File: config.mk
export PLATFORM = sky130hd
export DESIGN_NAME = tdc_meas_ctrl
export DESIGN_NICKNAME = d
export VERILOG_FILES = /design/src/rtl/tdc_meas_ctrl.sv
export SDC_FILE = /design/constraint.sdc
export NUM_CORES = 1
export LEC_CHECK = 0
export CAP_MARGIN = 20
export CORE_ASPECT_RATIO = 0.75
export CORE_UTILIZATION = 59
export DETAILED_ROUTE_END_ITERATION = 16
export PLACE_DENSITY_LB_ADDON = 0.3
export SLEW_MARGIN = 20
export SYNTH_ARGS = -nofsm -noshare
export SYNTH_HDL_FRONTEND = slang
export SYNTH_SLANG_ARGS = --single-unit
File: constraint.sdc
create_clock -name clk -period 8.85 [get_ports clk]
set_clock_uncertainty 0.15 [all_clocks]
set_input_delay 0.885 -clock clk [delete_from_list [all_inputs] [get_ports clk]]
set_output_delay 0.885 -clock clk [all_outputs]
set_load 0.05 [all_outputs]
File: src/rtl/tdc_meas_ctrl.sv
// Measurement sequencer for the ring-oscillator TDC: pulses start, captures ring/counter,
// averages 2^N_AVG_LOG2 samples and streams the sum out as bytes over valid/ready.
module tdc_meas_ctrl #(
    parameter int unsigned N_DELAY    = 64,
    parameter int unsigned N_CTR      = 16,
    parameter int unsigned N_AVG_LOG2 = 2,
    parameter int unsigned SETTLE     = 4,
    parameter int unsigned GAP        = 2
) (
    input  logic                                          clk,
    input  logic                                          rst,
    input  logic                                          i_go,
    input  logic                                          i_abort,
    output logic                                          o_tdc_start,
    input  logic [N_DELAY-1:0]                            i_result_ring,
    input  logic [N_CTR-1:0]                              i_result_ctr,
    output logic                                          o_busy,
    output logic                                          o_done,
    output logic [N_CTR+$clog2(N_DELAY)+N_AVG_LOG2-1:0]   o_meas,
    output logic [7:0]                                    o_byte,
    output logic                                          o_byte_valid,
    input  logic                                          i_byte_ready
);

    localparam int unsigned FW      = $clog2(N_DELAY);
    localparam int unsigned SW      = N_CTR + FW;
    localparam int unsigned W       = SW + N_AVG_LOG2;
    localparam int unsigned NB      = (W + 7) / 8;
    localparam int unsigned PW      = NB * 8;
    localparam int unsigned NS      = 1 << N_AVG_LOG2;
    localparam int unsigned CNT_MAX = (SETTLE > GAP) ? SETTLE : GAP;
    localparam int unsigned CW      = $clog2(CNT_MAX + 1);
    localparam int unsigned AW      = (N_AVG_LOG2 > 0) ? N_AVG_LOG2 : 1;
    localparam int unsigned BW      = (NB > 1) ? $clog2(NB) : 1;

    typedef enum logic [2:0] {
        S_IDLE,
        S_ARM,
        S_CAPT,
        S_GAP,
        S_SEND,
        S_DONE
    } state_t;

    state_t               r_state;
    logic [CW-1:0]        r_cnt;
    logic [AW-1:0]        r_samp;
    logic [BW-1:0]        r_bidx;
    logic [N_DELAY-1:0]   r_ring;
    logic [N_CTR-1:0]     r_ctr;
    logic [W-1:0]         r_acc;
    logic [W-1:0]         r_meas;
    logic [7:0]           r_byte;
    logic                 r_start;
    logic                 r_busy;
    logic                 r_done;
    logic                 r_valid;

    logic [FW-1:0]        w_fine;
    logic                 w_found;
    logic [SW-1:0]        w_sample;
    logic [W-1:0]         w_acc_sum;
    logic [W-1:0]         w_acc_fin;
    logic [PW-1:0]        w_meas_pad;
    logic [7:0]           w_next_byte;

    // Thermometer length from bit 0; bits past the first zero are bubbles and ignored
    always_comb begin
        w_fine  = FW'(N_DELAY - 1);
        w_found = 1'b0;
        for (int i = 0; i < int'(N_DELAY); i++) begin
            if (!w_found && !r_ring[i]) begin
                w_fine  = FW'(i);
                w_found = 1'b1;
            end
        end
    end

    assign w_sample    = {r_ctr, w_fine};
    assign w_acc_sum   = r_acc + W'(w_sample);
    assign w_acc_fin   = (r_cnt == '0) ? w_acc_sum : r_acc;
    assign w_meas_pad  = PW'(r_meas);
    assign w_next_byte = 8'(w_meas_pad >> (8 * (32'(r_bidx) + 1)));

    always_ff @(posedge clk or posedge rst) begin
        if (rst) begin
            r_state <= S_IDLE;
            r_cnt   <= '0;
            r_samp  <= '0;
            r_bidx  <= '0;
            r_ring  <= '0;
            r_ctr   <= '0;
            r_acc   <= '0;
            r_meas  <= '0;
            r_byte  <= '0;
            r_start <= 1'b0;
            r_busy  <= 1'b0;
            r_done  <= 1'b0;
            r_valid <= 1'b0;
        end else begin
            r_done <= 1'b0;
            if (i_abort && r_state != S_IDLE) begin
                r_state <= S_IDLE;
                r_start <= 1'b0;
                r_valid <= 1'b0;
                r_busy  <= 1'b0;
            end else begin
                case (r_state)
                    S_IDLE: begin
                        if (i_go) begin
                            r_state <= S_ARM;
                            r_start <= 1'b1;
                            r_busy  <= 1'b1;
                            r_cnt   <= '0;
                            r_samp  <= '0;
                            r_acc   <= '0;
                        end
                    end
                    S_ARM: begin
                        if (r_cnt == CW'(SETTLE - 1)) begin
                            r_state <= S_CAPT;
                        end else begin
                            r_cnt <= r_cnt + CW'(1);
                        end
                    end
                    S_CAPT: begin
                        r_ring  <= i_result_ring;
                        r_ctr   <= i_result_ctr;
                        r_start <= 1'b0;
                        r_cnt   <= '0;
                        r_state <= S_GAP;
                    end
                    S_GAP: begin
                        if (r_cnt == '0) begin
                            r_acc <= w_acc_sum;
                        end
                        if (r_cnt == CW'(GAP - 1)) begin
                            if (r_samp == AW'(NS - 1)) begin
                                r_state <= S_SEND;
                                r_meas  <= w_acc_fin;
                                r_byte  <= w_acc_fin[7:0];
                                r_valid <= 1'b1;
                                r_bidx  <= '0;
                            end else begin
                                r_samp  <= r_samp + AW'(1);
                                r_state <= S_ARM;
                                r_start <= 1'b1;
                                r_cnt   <= '0;
                            end
                        end else begin
                            r_cnt <= r_cnt + CW'(1);
                        end
                    end
                    // r_valid is high throughout SEND, so ready alone marks a transfer
                    S_SEND: begin
                        if (i_byte_ready) begin
                            if (r_bidx == BW'(NB - 1)) begin
                                r_valid <= 1'b0;
                                r_done  <= 1'b1;
                                r_state <= S_DONE;
                            end else begin
                                r_bidx <= r_bidx + BW'(1);
                                r_byte <= w_next_byte;
                            end
                        end
                    end
                    S_DONE: begin
                        r_busy  <= 1'b0;
                        r_state <= S_IDLE;
                    end
                    default: begin
                        r_state <= S_IDLE;
                        r_start <= 1'b0;
                        r_valid <= 1'b0;
                        r_busy  <= 1'b0;
                    end
                endcase
            end
        end
    end

    assign o_tdc_start  = r_start;
    assign o_busy       = r_busy;
    assign o_done       = r_done;
    assign o_meas       = r_meas;
    assign o_byte       = r_byte;
    assign o_byte_valid = r_valid;

endmodule

Word level (Yosys, flattened, before mapping)
Cells that the tools add are included.
{"block": "word_totals", "out_inout_bits": 36, "wordCells": 429, "reg_bits": 150}
{"block": "classes", "addsub": 5, "n_bitwise": 1, "n_eq_ne": 27, "n_reduce_logical": 208, "shifts": 1, "n_mux": 174}
{"op": "$mux W6", "n": 64}
{"op": "$logic_not A1 Y1", "n": 125}
{"op": "$mux W1", "n": 77}
{"op": "$logic_and A1 B1 Y1", "n": 64}
{"op": "$mux W24", "n": 2}
{"op": "$pmux W24 S2", "n": 1}
{"op": "$mux W3", "n": 11}
{"op": "$mux W8", "n": 4}
{"op": "$add A24 B22 Y24", "n": 1}
{"op": "$ne A3 B3 Y1 const B", "n": 8}
{"op": "$shr A24 B6 Y8", "n": 1}
{"op": "$reduce_and A5 Y1", "n": 4}
{"op": "$pmux W8 S2", "n": 1}
{"op": "$pmux W3 S5", "n": 1}
{"op": "$mux W2", "n": 7}
{"op": "$ne A2 B2 Y1 const B", "n": 7}
{"op": "$pmux W3 S4", "n": 1}
{"op": "$eq A3 B2 Y1 const B", "n": 3}
{"op": "$pmux W2 S2", "n": 2}
{"op": "$reduce_and A4 Y1", "n": 2}
{"op": "$reduce_or A4 Y1", "n": 2}
{"op": "$eq A3 B1 Y1 const B", "n": 2}
{"op": "$eq A3 B3 Y1 const B", "n": 2}
{"op": "$logic_not A3 Y1", "n": 2}
{"op": "15 further kinds", "n": 22}

Longest topological paths before layout
Gate-level depths: netlist of run 1.
{"block": "logic_depth", "word_depth": 194, "mapped_depth": 18, "depth_no_buf": 18}

Worst setup path before layout of run 1
OpenSTA, ideal clock, no wires.
{"block": "synth_path", "path_kind": "register to register", "startpoint": "register r_ring[2]", "endpoint": "register r_acc[20]", "slack_ns": 4.466, "t_required_ns": 8.578, "n_path_buf": 0, "arrival_time_ns": 4.112, "stages_incl_launch_ff": 19, "setup_ns": 0.122, "path_cell_list": "dfrtp_1 nand4_2 nor4_4 nand4_4 nor3_1 nand2_1 o22a_1 o211ai_1 nor2_1 ha_1 fa_1 a211oi_1 o21a_1 a21oi_1 o211ai_1 nand2_1 a21o_1 a211o_1 a32o_1"}
{"block": "synth_between", "elab_chain_len": 189, "elab_cells_between_ends": 250, "cone_classes": "add/sub (1); mux (125); reduce/logical (124)"}
{"element": "start: declaration", "line": "49", "text": "logic [N_DELAY-1:0] r_ring;"}
{"element": "start signal: assignment", "line": "127", "text": "r_ring <= i_result_ring;"}
{"element": "$logic_not A1 Y1 *", "line": "72", "text": "if (!w_found && !r_ring[i]) begin"}
{"element": "$logic_and A1 B1 Y1 *", "line": "72"}
{"element": "$mux W1", "line": "72"}
{"element": "$logic_not A1 Y1", "line": "72"}
{"element": "$logic_and A1 B1 Y1", "line": "72"}
{"element": "$mux W1", "line": "72"}
{"element": "$logic_not A1 Y1", "line": "72"}
{"element": "$logic_and A1 B1 Y1", "line": "72"}
{"element": "[173 not listed]"}
{"element": "$logic_and A1 B1 Y1", "line": "72"}
{"element": "$mux W1", "line": "72"}
{"element": "$logic_not A1 Y1", "line": "72"}
{"element": "$logic_and A1 B1 Y1", "line": "72"}
{"element": "$mux W6 *", "line": "72"}
{"element": "$add A24 B22 Y24 *", "line": "80", "text": "assign w_acc_sum = r_acc + W'(w_sample);"}
{"element": "$mux W24 *", "line": "134", "text": "if (r_cnt == '0) begin"}
{"element": "$pmux W24 S2 *", "line": "108", "text": "case (r_state)"}
{"element": "end signal: assignment", "line": "135", "text": "r_acc <= w_acc_sum;"}
{"element": "end: declaration", "line": "51", "text": "logic [W-1:0] r_acc;"}
Every way passes the cells marked *; elsewhere a longest branch is shown, timed or not.
A chain may end at the register's enable or synchronous reset.

Final worst setup path of run 1
{"block": "layout_path", "startpoint": "register r_ring[17]", "endpoint": "register r_acc[20]"}
{"block": "layout_between", "elab_chain_len": 144, "elab_cells_between_ends": 190, "cone_classes": "add/sub (1); mux (95); reduce/logical (94)"}
{"element": "$logic_not A1 Y1 *", "line": "72"}
{"element": "$logic_and A1 B1 Y1 *", "line": "72"}
{"element": "$mux W1", "line": "72"}
{"element": "$logic_not A1 Y1", "line": "72"}
{"element": "$logic_and A1 B1 Y1", "line": "72"}
{"element": "$mux W1", "line": "72"}
{"element": "$logic_not A1 Y1", "line": "72"}
{"element": "$logic_and A1 B1 Y1", "line": "72"}
{"element": "[128 not listed]"}
{"element": "$logic_and A1 B1 Y1", "line": "72"}
{"element": "$mux W1", "line": "72"}
{"element": "$logic_not A1 Y1", "line": "72"}
{"element": "$logic_and A1 B1 Y1", "line": "72"}
{"element": "$mux W6 *", "line": "72"}
{"element": "$add A24 B22 Y24 *", "line": "80"}
{"element": "$mux W24 *", "line": "134"}
{"element": "$pmux W24 S2 *", "line": "108"}
Marked as above.

==> results of run 1 <==
[worst max-delay path, delay by kind of cell (launching register included)]
family / cells / cell delay, ns
AO/OA/AOI/OAI: 9 / 2.23
AND/OR/NAND/NOR: 7 / 1.90
adder cells (fa/ha/maj): 2 / 0.66
flip-flops: 1 / 0.40
[sequential cells by signal, summed over array words and instances (netlist names)]
| register | cells |
|---|---|
| o_busy | 1 |
| o_meas | 24 |
| r_ctr | 16 |
| r_ring | 63 |
| r_acc | 24 |
| o_tdc_start | 1 |
| o_done | 1 |
| r_cnt | 3 |
| r_state | 3 |
| r_samp | 2 |
| o_byte | 8 |
| o_byte_valid | 1 |
| r_bidx | 2 |
[cells in the mapped netlist, types with 3 or more instances]
cell	instances	area (sq um)
a311o_1	3	30.03
dfrtp_1	149	3729
and3_1	5	31.28
clkbuf_1	27	101.4
ha_1	29	362.9
a211o_1	4	35.03
a21oi_1	35	175.2
mux2i_1	13	130.1
o2111ai_1	3	26.28
nand3_1	20	100.1
nand2b_1	8	50.05
and4_1	4	35.03
o21ai_0	76	380.4
o211a_1	3	30.03
nor2b_1	7	43.79
nor2_1	38	142.6
a21boi_0	3	22.52
o21a_1	5	37.54
a21o_1	12	90.09
xor2_1	11	96.34
nand4_1	7	43.79
buf_2	6	30.03
a22o_1	11	96.34
and2_1	3	18.77
mux2_2	78	878.3
nor3_1	19	95.09
or3_1	6	37.54
o31ai_1	9	67.56
inv_1	21	78.83
o21bai_1	7	52.55
xnor2_1	10	87.58
nand2_1	126	473.0
a31oi_1	6	37.54
a211oi_1	5	37.54
[kinds of logic (layout without fill, tap and decap cells)]
family                   count (synthesis)  after routing  synth area share [%]
buffers and inverters                   54            179                 2.577
adder cells (fa/ha/maj)                 30             30                 4.693
AND/OR/NAND/NOR                        259            259                 15.09
multiplexers                            91             91                 12.36
XOR/XNOR                                21             21                 2.255
flip-flops                             149            149                 45.71
AO/OA/AOI/OAI                          209            209                 17.32
[worst max-delay path by stage]
stage                                         to  slack (ns)  cells past startpoint
after floorplan               o_busy$_DFFE_PP0P_        3.81                      1
after global placement    o_meas[22]$_DFFE_PP0P_        3.80                     18
after detailed placement  o_meas[22]$_DFFE_PP0P_        3.67                     18
after CTS                  r_acc[20]$_DFFE_PP0P_        3.59                     18
after global routing       r_acc[22]$_DFFE_PP0P_        3.16                     18
final                      r_acc[20]$_DFFE_PP0P_        3.41                     18
[layer usage]
metal | wire [um] | GRT usage, % | up-vias
met4 | 412 | 10.40 | 0
li1 | - | - | 3177
met3 | 1822 | 8.223 | 38
met1 | 9250 | 43.59 | 3409
met5 | 0 | 0 | -
met2 | 9495 | 46.73 | 318
[area by class of cell]
class                      instances  area (sq um)
clock inverter                     6         90.09
timing repair buffer             126          1244
clock buffer                      26         509.2
multi-input combinational        610          4224
fill                             887          3149
tap                              171         214.0
sequential                       149          3729
inverter                          21         83.83
[stage by stage]
stage / std cells / setup WS, ns
floorplan: 813 / 3.807
global placement: 1077 / 3.796
detailed placement: 1077 / 3.665
CTS: 1109 / 3.588
global route: 1109 / 3.157
finish: 1109 / 3.412
[report_power, final]
group / total, mW / internal (mW) / leakage [nW] / switching (mW)
sequential: 1.12 / 0.903 / 1.87 / 0.214
clock: 0.731 / 0.454 / 0.291 / 0.277
combinational: 1.08 / 0.476 / 2.36 / 0.609
==> metrics.txt, run 1 <==
status complete, no violations; start point of the worst min-delay path o_meas[1]$_DFFE_PP0P_; number of violations of the max-capacitance limit 0; net count of the mapped netlist 928; largest incremental delay on the critical path 0.51 ns; Max Transition Viols Final 0; remaining design rule violation count 0; die width 137.8 um; total negative slack 0 ns; final-report setup violation count 0; aggregate global routing overflow 0; number of antenna violations at the first check in global routing 0; highest clock rate 183.9 MHz; GRT Overall Usage 31.10%; Worst Hold Class register to register; r2r endpoint r_acc[20]$_DFFE_PP0P_; highest net fanout along the worst path 5; synthesized instance count 813; TritonCTS clock tree built; pin count of the biggest net entering global routing 77; max_slew headroom 34.66%; CP arrival 5.60 ns; Tcrit/Tclk final 61.44%; top library cells by usage in the layout, fill and taps aside 149 x dfrtp_1, 126 x nand2_1, 119 x clkdlybuf4s50_1; Hold WS 0.3446 ns; maximum level of the CTS H-tree 4; Tot Pwr 2.932 mW; mapped cell area 0.008158 sq mm; post-detail-place hpwl 15050 um; number of flip-flops and latches in the synthesized netlist 149; unrepaired setup endpoints after global routing no; Post-Layout Inst Area 0.01009 sq mm; Post-synth EDFFs 0; kind of capture point of the worst setup path register; Resized cells post-CTS 0; most used cell along the critical path nand4_1; type of element launching the critical path register; input/output buffers 119; master of the slowest instance on the critical path nor4b_1; area of the core 0.01324 sq mm; row count 36; number of clock buffers inserted by TritonCTS 17; wire per inst 18.92 um; IO Pins 121; global-route wire length before repair 34090 um; floorplan die height 103.8 um; utilization after layout 76.22%; min Tclk post-route 5.438 ns; latest clock arrival within the worst-skew pair 0.43 ns; layout cells sized above 1 13.75%; weighted congestion reported at the end of routability-driven placement 0.9764; area of placed instances 0.009494 sq mm; mean cell area of the mapped netlist 10.03 sq um; WP data required 9.02 ns; via density per instance 6.260; # Post-CTS Setup Buffers 0; Detailed Routing Iterations Pass 1 6; most common library cell in the layout ignoring fill and taps dfrtp_1; worst hold path cell count 2; warnings from Yosys 0; R2R cell count 18; number of vias in the routed layout 6942; Async S/R FF share, synth 100.0%; area growth from synthesis to final layout 23.73%; peak supply drop 0.2569 mV; Hold Path End o_meas[1]$_DFFE_PP0P_; Starting Density 61.60%; vias in the first global route 6773; total wire length 20980 um; overall die area 0.01431 sq mm; leading register cell type out of synthesis dfrtp_1; buffer cell driving the clock tree root clkbuf_16; distinct cell type count after synthesis 68; Max Root-Sink Buffers 2; category of the critical setup timing path register to register; r2r setup slk 3.41 ns; diodes inserted 0; launch point of the critical path r_ring[17]$_DFFE_PP0P_; total number of nets in the final design 1040; Static Leakage 4.530 nW; TritonCTS Sinks 149; Seq/Total Area, Yosys 45.71%; transition time of the tightest slew-check pin 0.9802 ns; 1st-iter DRT viols 561; Final Hold Viols 0; Clock transition at path regs 0.06 ns; Power Dens Cells 290.5 mW/mm^2; ordered list of cells on the worst path and4_1 -> nor4b_1 -> nand4_1 -> nor4_1 -> nand4_1 -> o21ai_0 -> a311o_1 -> nor2_1 -> ha_1 -> fa_1 -> a211oi_1 -> o21a_1 -> a21oi_1 -> o211ai_1 -> nand2_1 -> a21o_1 -> a211o_1 -> a32o_1; Critical R2R Launch r_ring[17]$_DFFE_PP0P_; DRT antenna net count 0; post-cts hold buffer count 0
No activity file was read; power rests on OpenSTA's default activity.
==> inputs of run 2 (changes only) <==
--- a/config.mk
+++ b/config.mk
@@ -7,7 +7,7 @@
 export LEC_CHECK = 0
 export CAP_MARGIN = 20
 export CORE_ASPECT_RATIO = 0.75
-export CORE_UTILIZATION = 59
+export CORE_UTILIZATION = 55
 export DETAILED_ROUTE_END_ITERATION = 16
 export PLACE_DENSITY_LB_ADDON = 0.3
 export SLEW_MARGIN = 20
==> constraint.sdc (replaced) <==
create_clock -name clk -period 5.65 [get_ports clk]
set_clock_uncertainty 0.15 [all_clocks]
set_input_delay 0.565 -clock clk [delete_from_list [all_inputs] [get_ports clk]]
set_output_delay 0.565 -clock clk [all_outputs]
set_load 0.05 [all_outputs]
==> metrics.txt, run 2 (synthesized netlist as in run 1, its figures left out) <==
Starting Density 56.44% (-5.2 points); largest incremental delay on the critical path 0.45 ns (-0.06 ns); number of violations of the max-capacitance limit 0 (unchanged); area growth from synthesis to final layout 24.16%; Worst Hold Class register to register; category of the critical setup timing path register to register; post-cts hold buffer count 0 (unchanged); master of the slowest instance on the critical path o41ai_2; final-report setup violation count 0 (unchanged); number of flip-flops under the largest register name 63 (unchanged); Resized cells post-CTS 0 (unchanged); via density per instance 5.911 (-5.6%); Final Hold Viols 0 (unchanged); DRT antenna net count 0 (unchanged); post-detail-place hpwl 14280 um (-5.2%); Power Dens Cells 447.4 mW/mm^2 (+54%); ordered list of cells on the worst path and4_1 -> nor4b_1 -> nand4_1 -> nor4_1 -> nand4_1 -> o21ai_0 -> a311o_1 -> nor2_1 -> ha_1 -> fa_1 -> a211oi_1 -> o21a_1 -> a21oi_1 -> o211ai_1 -> a21oi_1 -> o41ai_2 -> xnor2_1 -> o21ai_1; most common library cell in the layout ignoring fill and taps dfrtp_1; transition time of the tightest slew-check pin 1.013 ns (+0.03251 ns); highest clock rate 194.2 MHz (+5.6%); global-route wire length before repair 32950 um (-3.4%); Top delay family on crit path compound AO/OA/AOI/OAI gates; TritonCTS Sinks 149 (unchanged); floorplan die height 107.5 um (+3.5%); layout cells sized above 1 14.26% (+0.50 points); largest reg by FF count r_ring; row count 38 (+5.6%); worst hold path cell count 2 (unchanged); Crit. path cell count 18 (unchanged); number of vias in the routed layout 6738 (-2.9%); area of placed instances 0.009545 sq mm (+0.54%); Clock transition at path regs 0.06 ns (about the same); number of clock buffers inserted by TritonCTS 17 (unchanged); weighted congestion reported at the end of routability-driven placement 0.9116 (-6.6%); top library cells by usage in the layout, fill and taps aside 149 x dfrtp_1, 126 x nand2_1, 119 x clkdlybuf4s50_1; r2r endpoint o_meas[22]$_DFFE_PP0P_; total negative slack 0 ns (unchanged); Critical R2R Launch r_ring[17]$_DFFE_PP0P_; kind of capture point of the worst setup path register; total number of nets in the final design 1042 (+0.19%); remaining design rule violation count 0 (unchanged); TritonCTS clock tree built; diodes inserted 0 (unchanged); launch point of the critical path r_ring[17]$_DFFE_PP0P_; Max Transition Viols Final 0 (unchanged); overall die area 0.01533 sq mm (+7.1%); number of antenna violations at the first check in global routing 0 (unchanged); die width 142.6 um (+3.5%); R2R cell count 18 (unchanged); WP data required 5.76 ns (-3.26 ns); Critical path destination o_meas[22]$_DFFE_PP0P_; wire per inst 17.63 um (-6.8%); buffer cell driving the clock tree root clkbuf_16; IO Pins 121 (unchanged); Post-Layout Inst Area 0.01013 sq mm (+0.35%); aggregate global routing overflow 0 (unchanged); Max Root-Sink Buffers 2 (unchanged); Tcrit/Tclk final 91.13% (+30 points); maximum level of the CTS H-tree 4 (unchanged); input/output buffers 119 (unchanged); max_slew headroom 32.49% (-2.2 points); highest net fanout along the worst path 5 (unchanged); Static Leakage 4.515 nW (-0.32%); area of the core 0.01445 sq mm (+9.1%); CP arrival 5.26 ns (-0.34 ns); latest clock arrival within the worst-skew pair 0.43 ns (about the same); vias in the first global route 6328 (-6.6%); unrepaired setup endpoints after global routing no; type of element launching the critical path register; pin count of the biggest net entering global routing 100 (+30%); min Tclk post-route 5.149 ns (-0.2892 ns); Detailed Routing Iterations Pass 1 5 (-1); status complete, no violations; peak supply drop 0.2434 mV (-5.3%); GRT Overall Usage 28.03% (-3.1 points); 1st-iter DRT viols 513 (-8.6%); r2r setup slk 0.50 ns (-2.91 ns); # Post-CTS Setup Buffers 0 (unchanged); CP bufs+invs 0 (unchanged); total wire length 20100 um (-4.2%)
[run 2: changes by cell type in the layout (fill, tap and decap cells not counted), sizes merged]
cell / change
buf: +2
clkbuf: -8
clkinv: +1
clkinvlp: +5
inv: +2
[run 2: report_power, final]
part / total (mW) / internal (mW) / switching (mW)
Sequential: 1.72 / 1.41 / 0.310
Clock: 1.13 / 0.654 / 0.479
Combinational: 1.67 / 0.743 / 0.931
Total: 4.53 / 2.81 / 1.72
[run 2: final cells by class]
class,count,area (sq um)
well taps,200,250.2
clock inverters,14,153.9
multi-input cells,610,4224
repair buffers,128,1259
inverters,21,83.83
flip-flops and latches,149,3729
fillers,1107,4325
clock buffers,18,429.2
[run 2: metrics by stage]
| stage | utilization [%] | hold WS (ns) | instances | power (mW) | worst slack (ns) |
|---|---|---|---|---|---|
| final | 70.07 | 0.3363 | 1140 | 4.531 | 0.5014 |
| after global routing | 70.07 | 0.3505 | 1140 | 4.812 | 0.2359 |
| after CTS | 70.07 | 0.3413 | 1140 | 4.518 | 0.5918 |
| after detailed placement | 66.04 | 0.3213 | 1108 | 3.376 | 0.6551 |
| after global placement | 66.04 | 0.3122 | 1108 | 3.326 | 0.8152 |
| after floorplan | - | 0.3201 | 813 | 2.912 | 0.9270 |
[run 2: how the worst min path moves through the flow]
stage,startpoint,slack (ns),end
final,o_byte[4]$_DFFE_PP0P_,0.34,o_byte[4]$_DFFE_PP0P_
after global routing,o_meas[5]$_DFFE_PP0P_,0.35,o_meas[5]$_DFFE_PP0P_
after CTS,o_byte[5]$_DFFE_PP0P_,0.34,o_byte[5]$_DFFE_PP0P_
after detailed placement,o_meas[0]$_DFFE_PP0P_,0.32,o_meas[0]$_DFFE_PP0P_
after global placement,o_byte[5]$_DFFE_PP0P_,0.31,o_byte[5]$_DFFE_PP0P_
after floorplan,r_samp[1]$_DFFE_PP0P_,0.32,r_samp[1]$_DFFE_PP0P_
[run 2: worst register-to-register path, delay by kind of cell (launching register included)]
family          cells  cell delay (ns)
compound gates      9             2.12
simple gates        6             1.51
fa+ha+maj           2             0.65
flops               1             0.39
xor+xnor            1             0.17
[run 2: per-layer routing]
layer  vias up  GRT usage, %  part of all wire, %
met5         -             0                    0
met4         0         7.527                  1.4
met3        24         6.450                  7.2
met2       250         40.23                   43
met1      3271         42.20                   48
li1       3193             -                    -
==> RTL edit: new RTL, config.mk and constraints of run 2 <==
Set the parameter `N_AVG_LOG2` to 1 (it was 2). Comments in the files are not updated.
--- a/src/rtl/tdc_meas_ctrl.sv
+++ b/src/rtl/tdc_meas_ctrl.sv
@@ -5,3 +5,3 @@
     parameter int unsigned N_CTR      = 16,
-    parameter int unsigned N_AVG_LOG2 = 2,
+    parameter int unsigned N_AVG_LOG2 = 1,
     parameter int unsigned SETTLE     = 4,
Ports: changed (resized o_meas); port bits go from 121 to 120. The function was not compared with the original's and may differ.
==> RTL edit against run 2 <==
  * Wire length decreased by 1.8%
  * Sequential cell count decreased by 3
  * Power increased by 15%
  * Setup slack got worse by 0.25 ns
  * Global-route usage decreased by 0.10 points
  * Critical path type unchanged
  * Sequential power increased by 8%
  * Area after synthesis decreased by 4.4%
  * Highest routed layer unchanged
  * Sequential share of layout area increased by 0.43 points
  * Largest power group is now combinational logic
  * Cell area decreased by 3.1%
==> RTL edit: results (changes against run 2) <==
- The run finished with clean final reports.
* Largest fanout of any net on the critical path: 7 (+2)
- The fraction of synthesized cell area in xor and xnor cells was 0.0202 (-0.00233).
- Count of different cell masters after synthesis: 62 (-8.8%)
- Worst stage delay on the critical path: 0.57 ns (+0.12 ns)
* Largest Register: r_ring
- H-tree depth: 4 (unchanged)
* Post-synthesis sequential area ratio: 0.469 (+0.0115)
- The worst register-to-register path begins at r_ring[1].
- The final RePlAce weighted congestion came to 0.885 (-2.9%).
- Tot GR Track Use: 0.279 (-0.00103)
* First-iteration detailed-routing DRC count: 489 (-4.7%)
* Most frequent cells after synthesis: 146 x sky130_fd_sc_hd__dfrtp_1, 111 x sky130_fd_sc_hd__nand2_1, 77 x sky130_fd_sc_hd__o21ai_0
* Area share of fa/ha/maj cells after synthesis: 0.0459 (-0.00104)
- The maximum number of pins on one net before global-route repair was 109 (+9.0%).
* Standard cell with the maximum stage delay on the critical path: sky130_fd_sc_hd__or4_4
- The post-placement setup slack was 0.144 ns (-0.511 ns).
- Clock network latency to the later pin of the worst-skew pair: 0.42 ns
* Synthesized net count: 919 (-0.97%)
* Average vias per placed instance: 5.98 (+1.2%)
- Post-CTS setup repair buffer count: 0 (unchanged)
- Placed standard-cell area: 9130 um2 (-4.4%)
- Critical path class: flop to flop
- The net count reported at finish was 1031 (-1.1%).
- The average cell area after synthesis is 9.67 um2 (-3.6%).
* Compound-Gate Fraction of Synth Area: 0.169 (-0.00419)
* Number of diodes added for antenna fixing: 0 (unchanged)
- The half-perimeter wire length of the detailed placement result came to 13.5 mm (-5.6%).
- The non-filler instance count after layout was 1106 (-3.0%).
- IO Port Bufs: 118 (-0.84%)
- By area the synthesized netlist is led by sky130_fd_sc_hd__dfrtp_1 47%, sky130_fd_sc_hd__mux2_2 9.4%, sky130_fd_sc_hd__nand2_1 5.3%.
- The worst hold path terminates at o_meas[4].
* Setup slack on the worst flop-to-flop path: 0.25 ns (-0.25 ns)
- Wire length of the first global-routing pass: 32.2 mm (-2.3%)
- The total leakage power is 4.31 nW (-4.6%).
- Hold_sp: o_meas[4]
- Worst Setup EP: o_meas[14]
- The fraction of synthesized area in multiplexers was 0.111 (-0.0131).
- The number of fillers in the final layout came to 1030 (-7.0%).
- Critical path's top delay family: simple AND/OR/NAND/NOR gates
- Share of post-route cells with drive strength above 1: 0.141 (-0.00184)
* Worst slack on hold paths: 0.335 ns (-0.00179 ns)
- Setup slack after layout: 0.253 ns (-0.248 ns)
- The signal arrival time at the worst endpoint is 5.55 ns (+0.29 ns).
* Max-slew headroom: 0.277 (-0.0476)
- The post-layout utilization of the core came to 0.711 (+0.0104).
- The count of cells along the worst register-to-register path is 20 (+2).
- Final wirelength: 19.7 mm (-1.8%)
- The highest ir drop seen on vdd was 0.345 mV (+42%).
- Vias in the first global route: 6454 (+2.0%)
- Total clock buffers created by CTS: 17 (unchanged)
[RTL edit: changes by cell type after synthesis, moves of 10 or more]
cell                      before  now
sky130_fd_sc_hd__nand3_1      20    7
sky130_fd_sc_hd__nand2_1     126  111
sky130_fd_sc_hd__mux2_2       78   65
sky130_fd_sc_hd__a21oi_1      35   63
sky130_fd_sc_hd__inv_1        21   31
sky130_fd_sc_hd__nor2_1       38   63
[RTL edit: metal layers]
layer | track usage | wire [um]
met1 | 0.395 | 9290
met2 | 0.434 | 9040
met3 | 0.0564 | 1110
met4 | 0.0841 | 306
met5 | 0 | 0
[RTL edit: layout make-up]
class	instances	area share
Tap cell	175	0.0223
Timing Repair Buffer	127	0.127
Clock inverter	14	0.0205
Multi-Input combinational cell	595	0.400
Clock buffer	18	0.0448
Sequential cell	146	0.372
Inverter	31	0.0124
[RTL edit: report_power, final]
group          switching, mW  leakage, nW  internal [mW]
Combinational           1.25         2.16          0.892
Clock                  0.468        0.307          0.757
Sequential             0.383         1.84           1.47
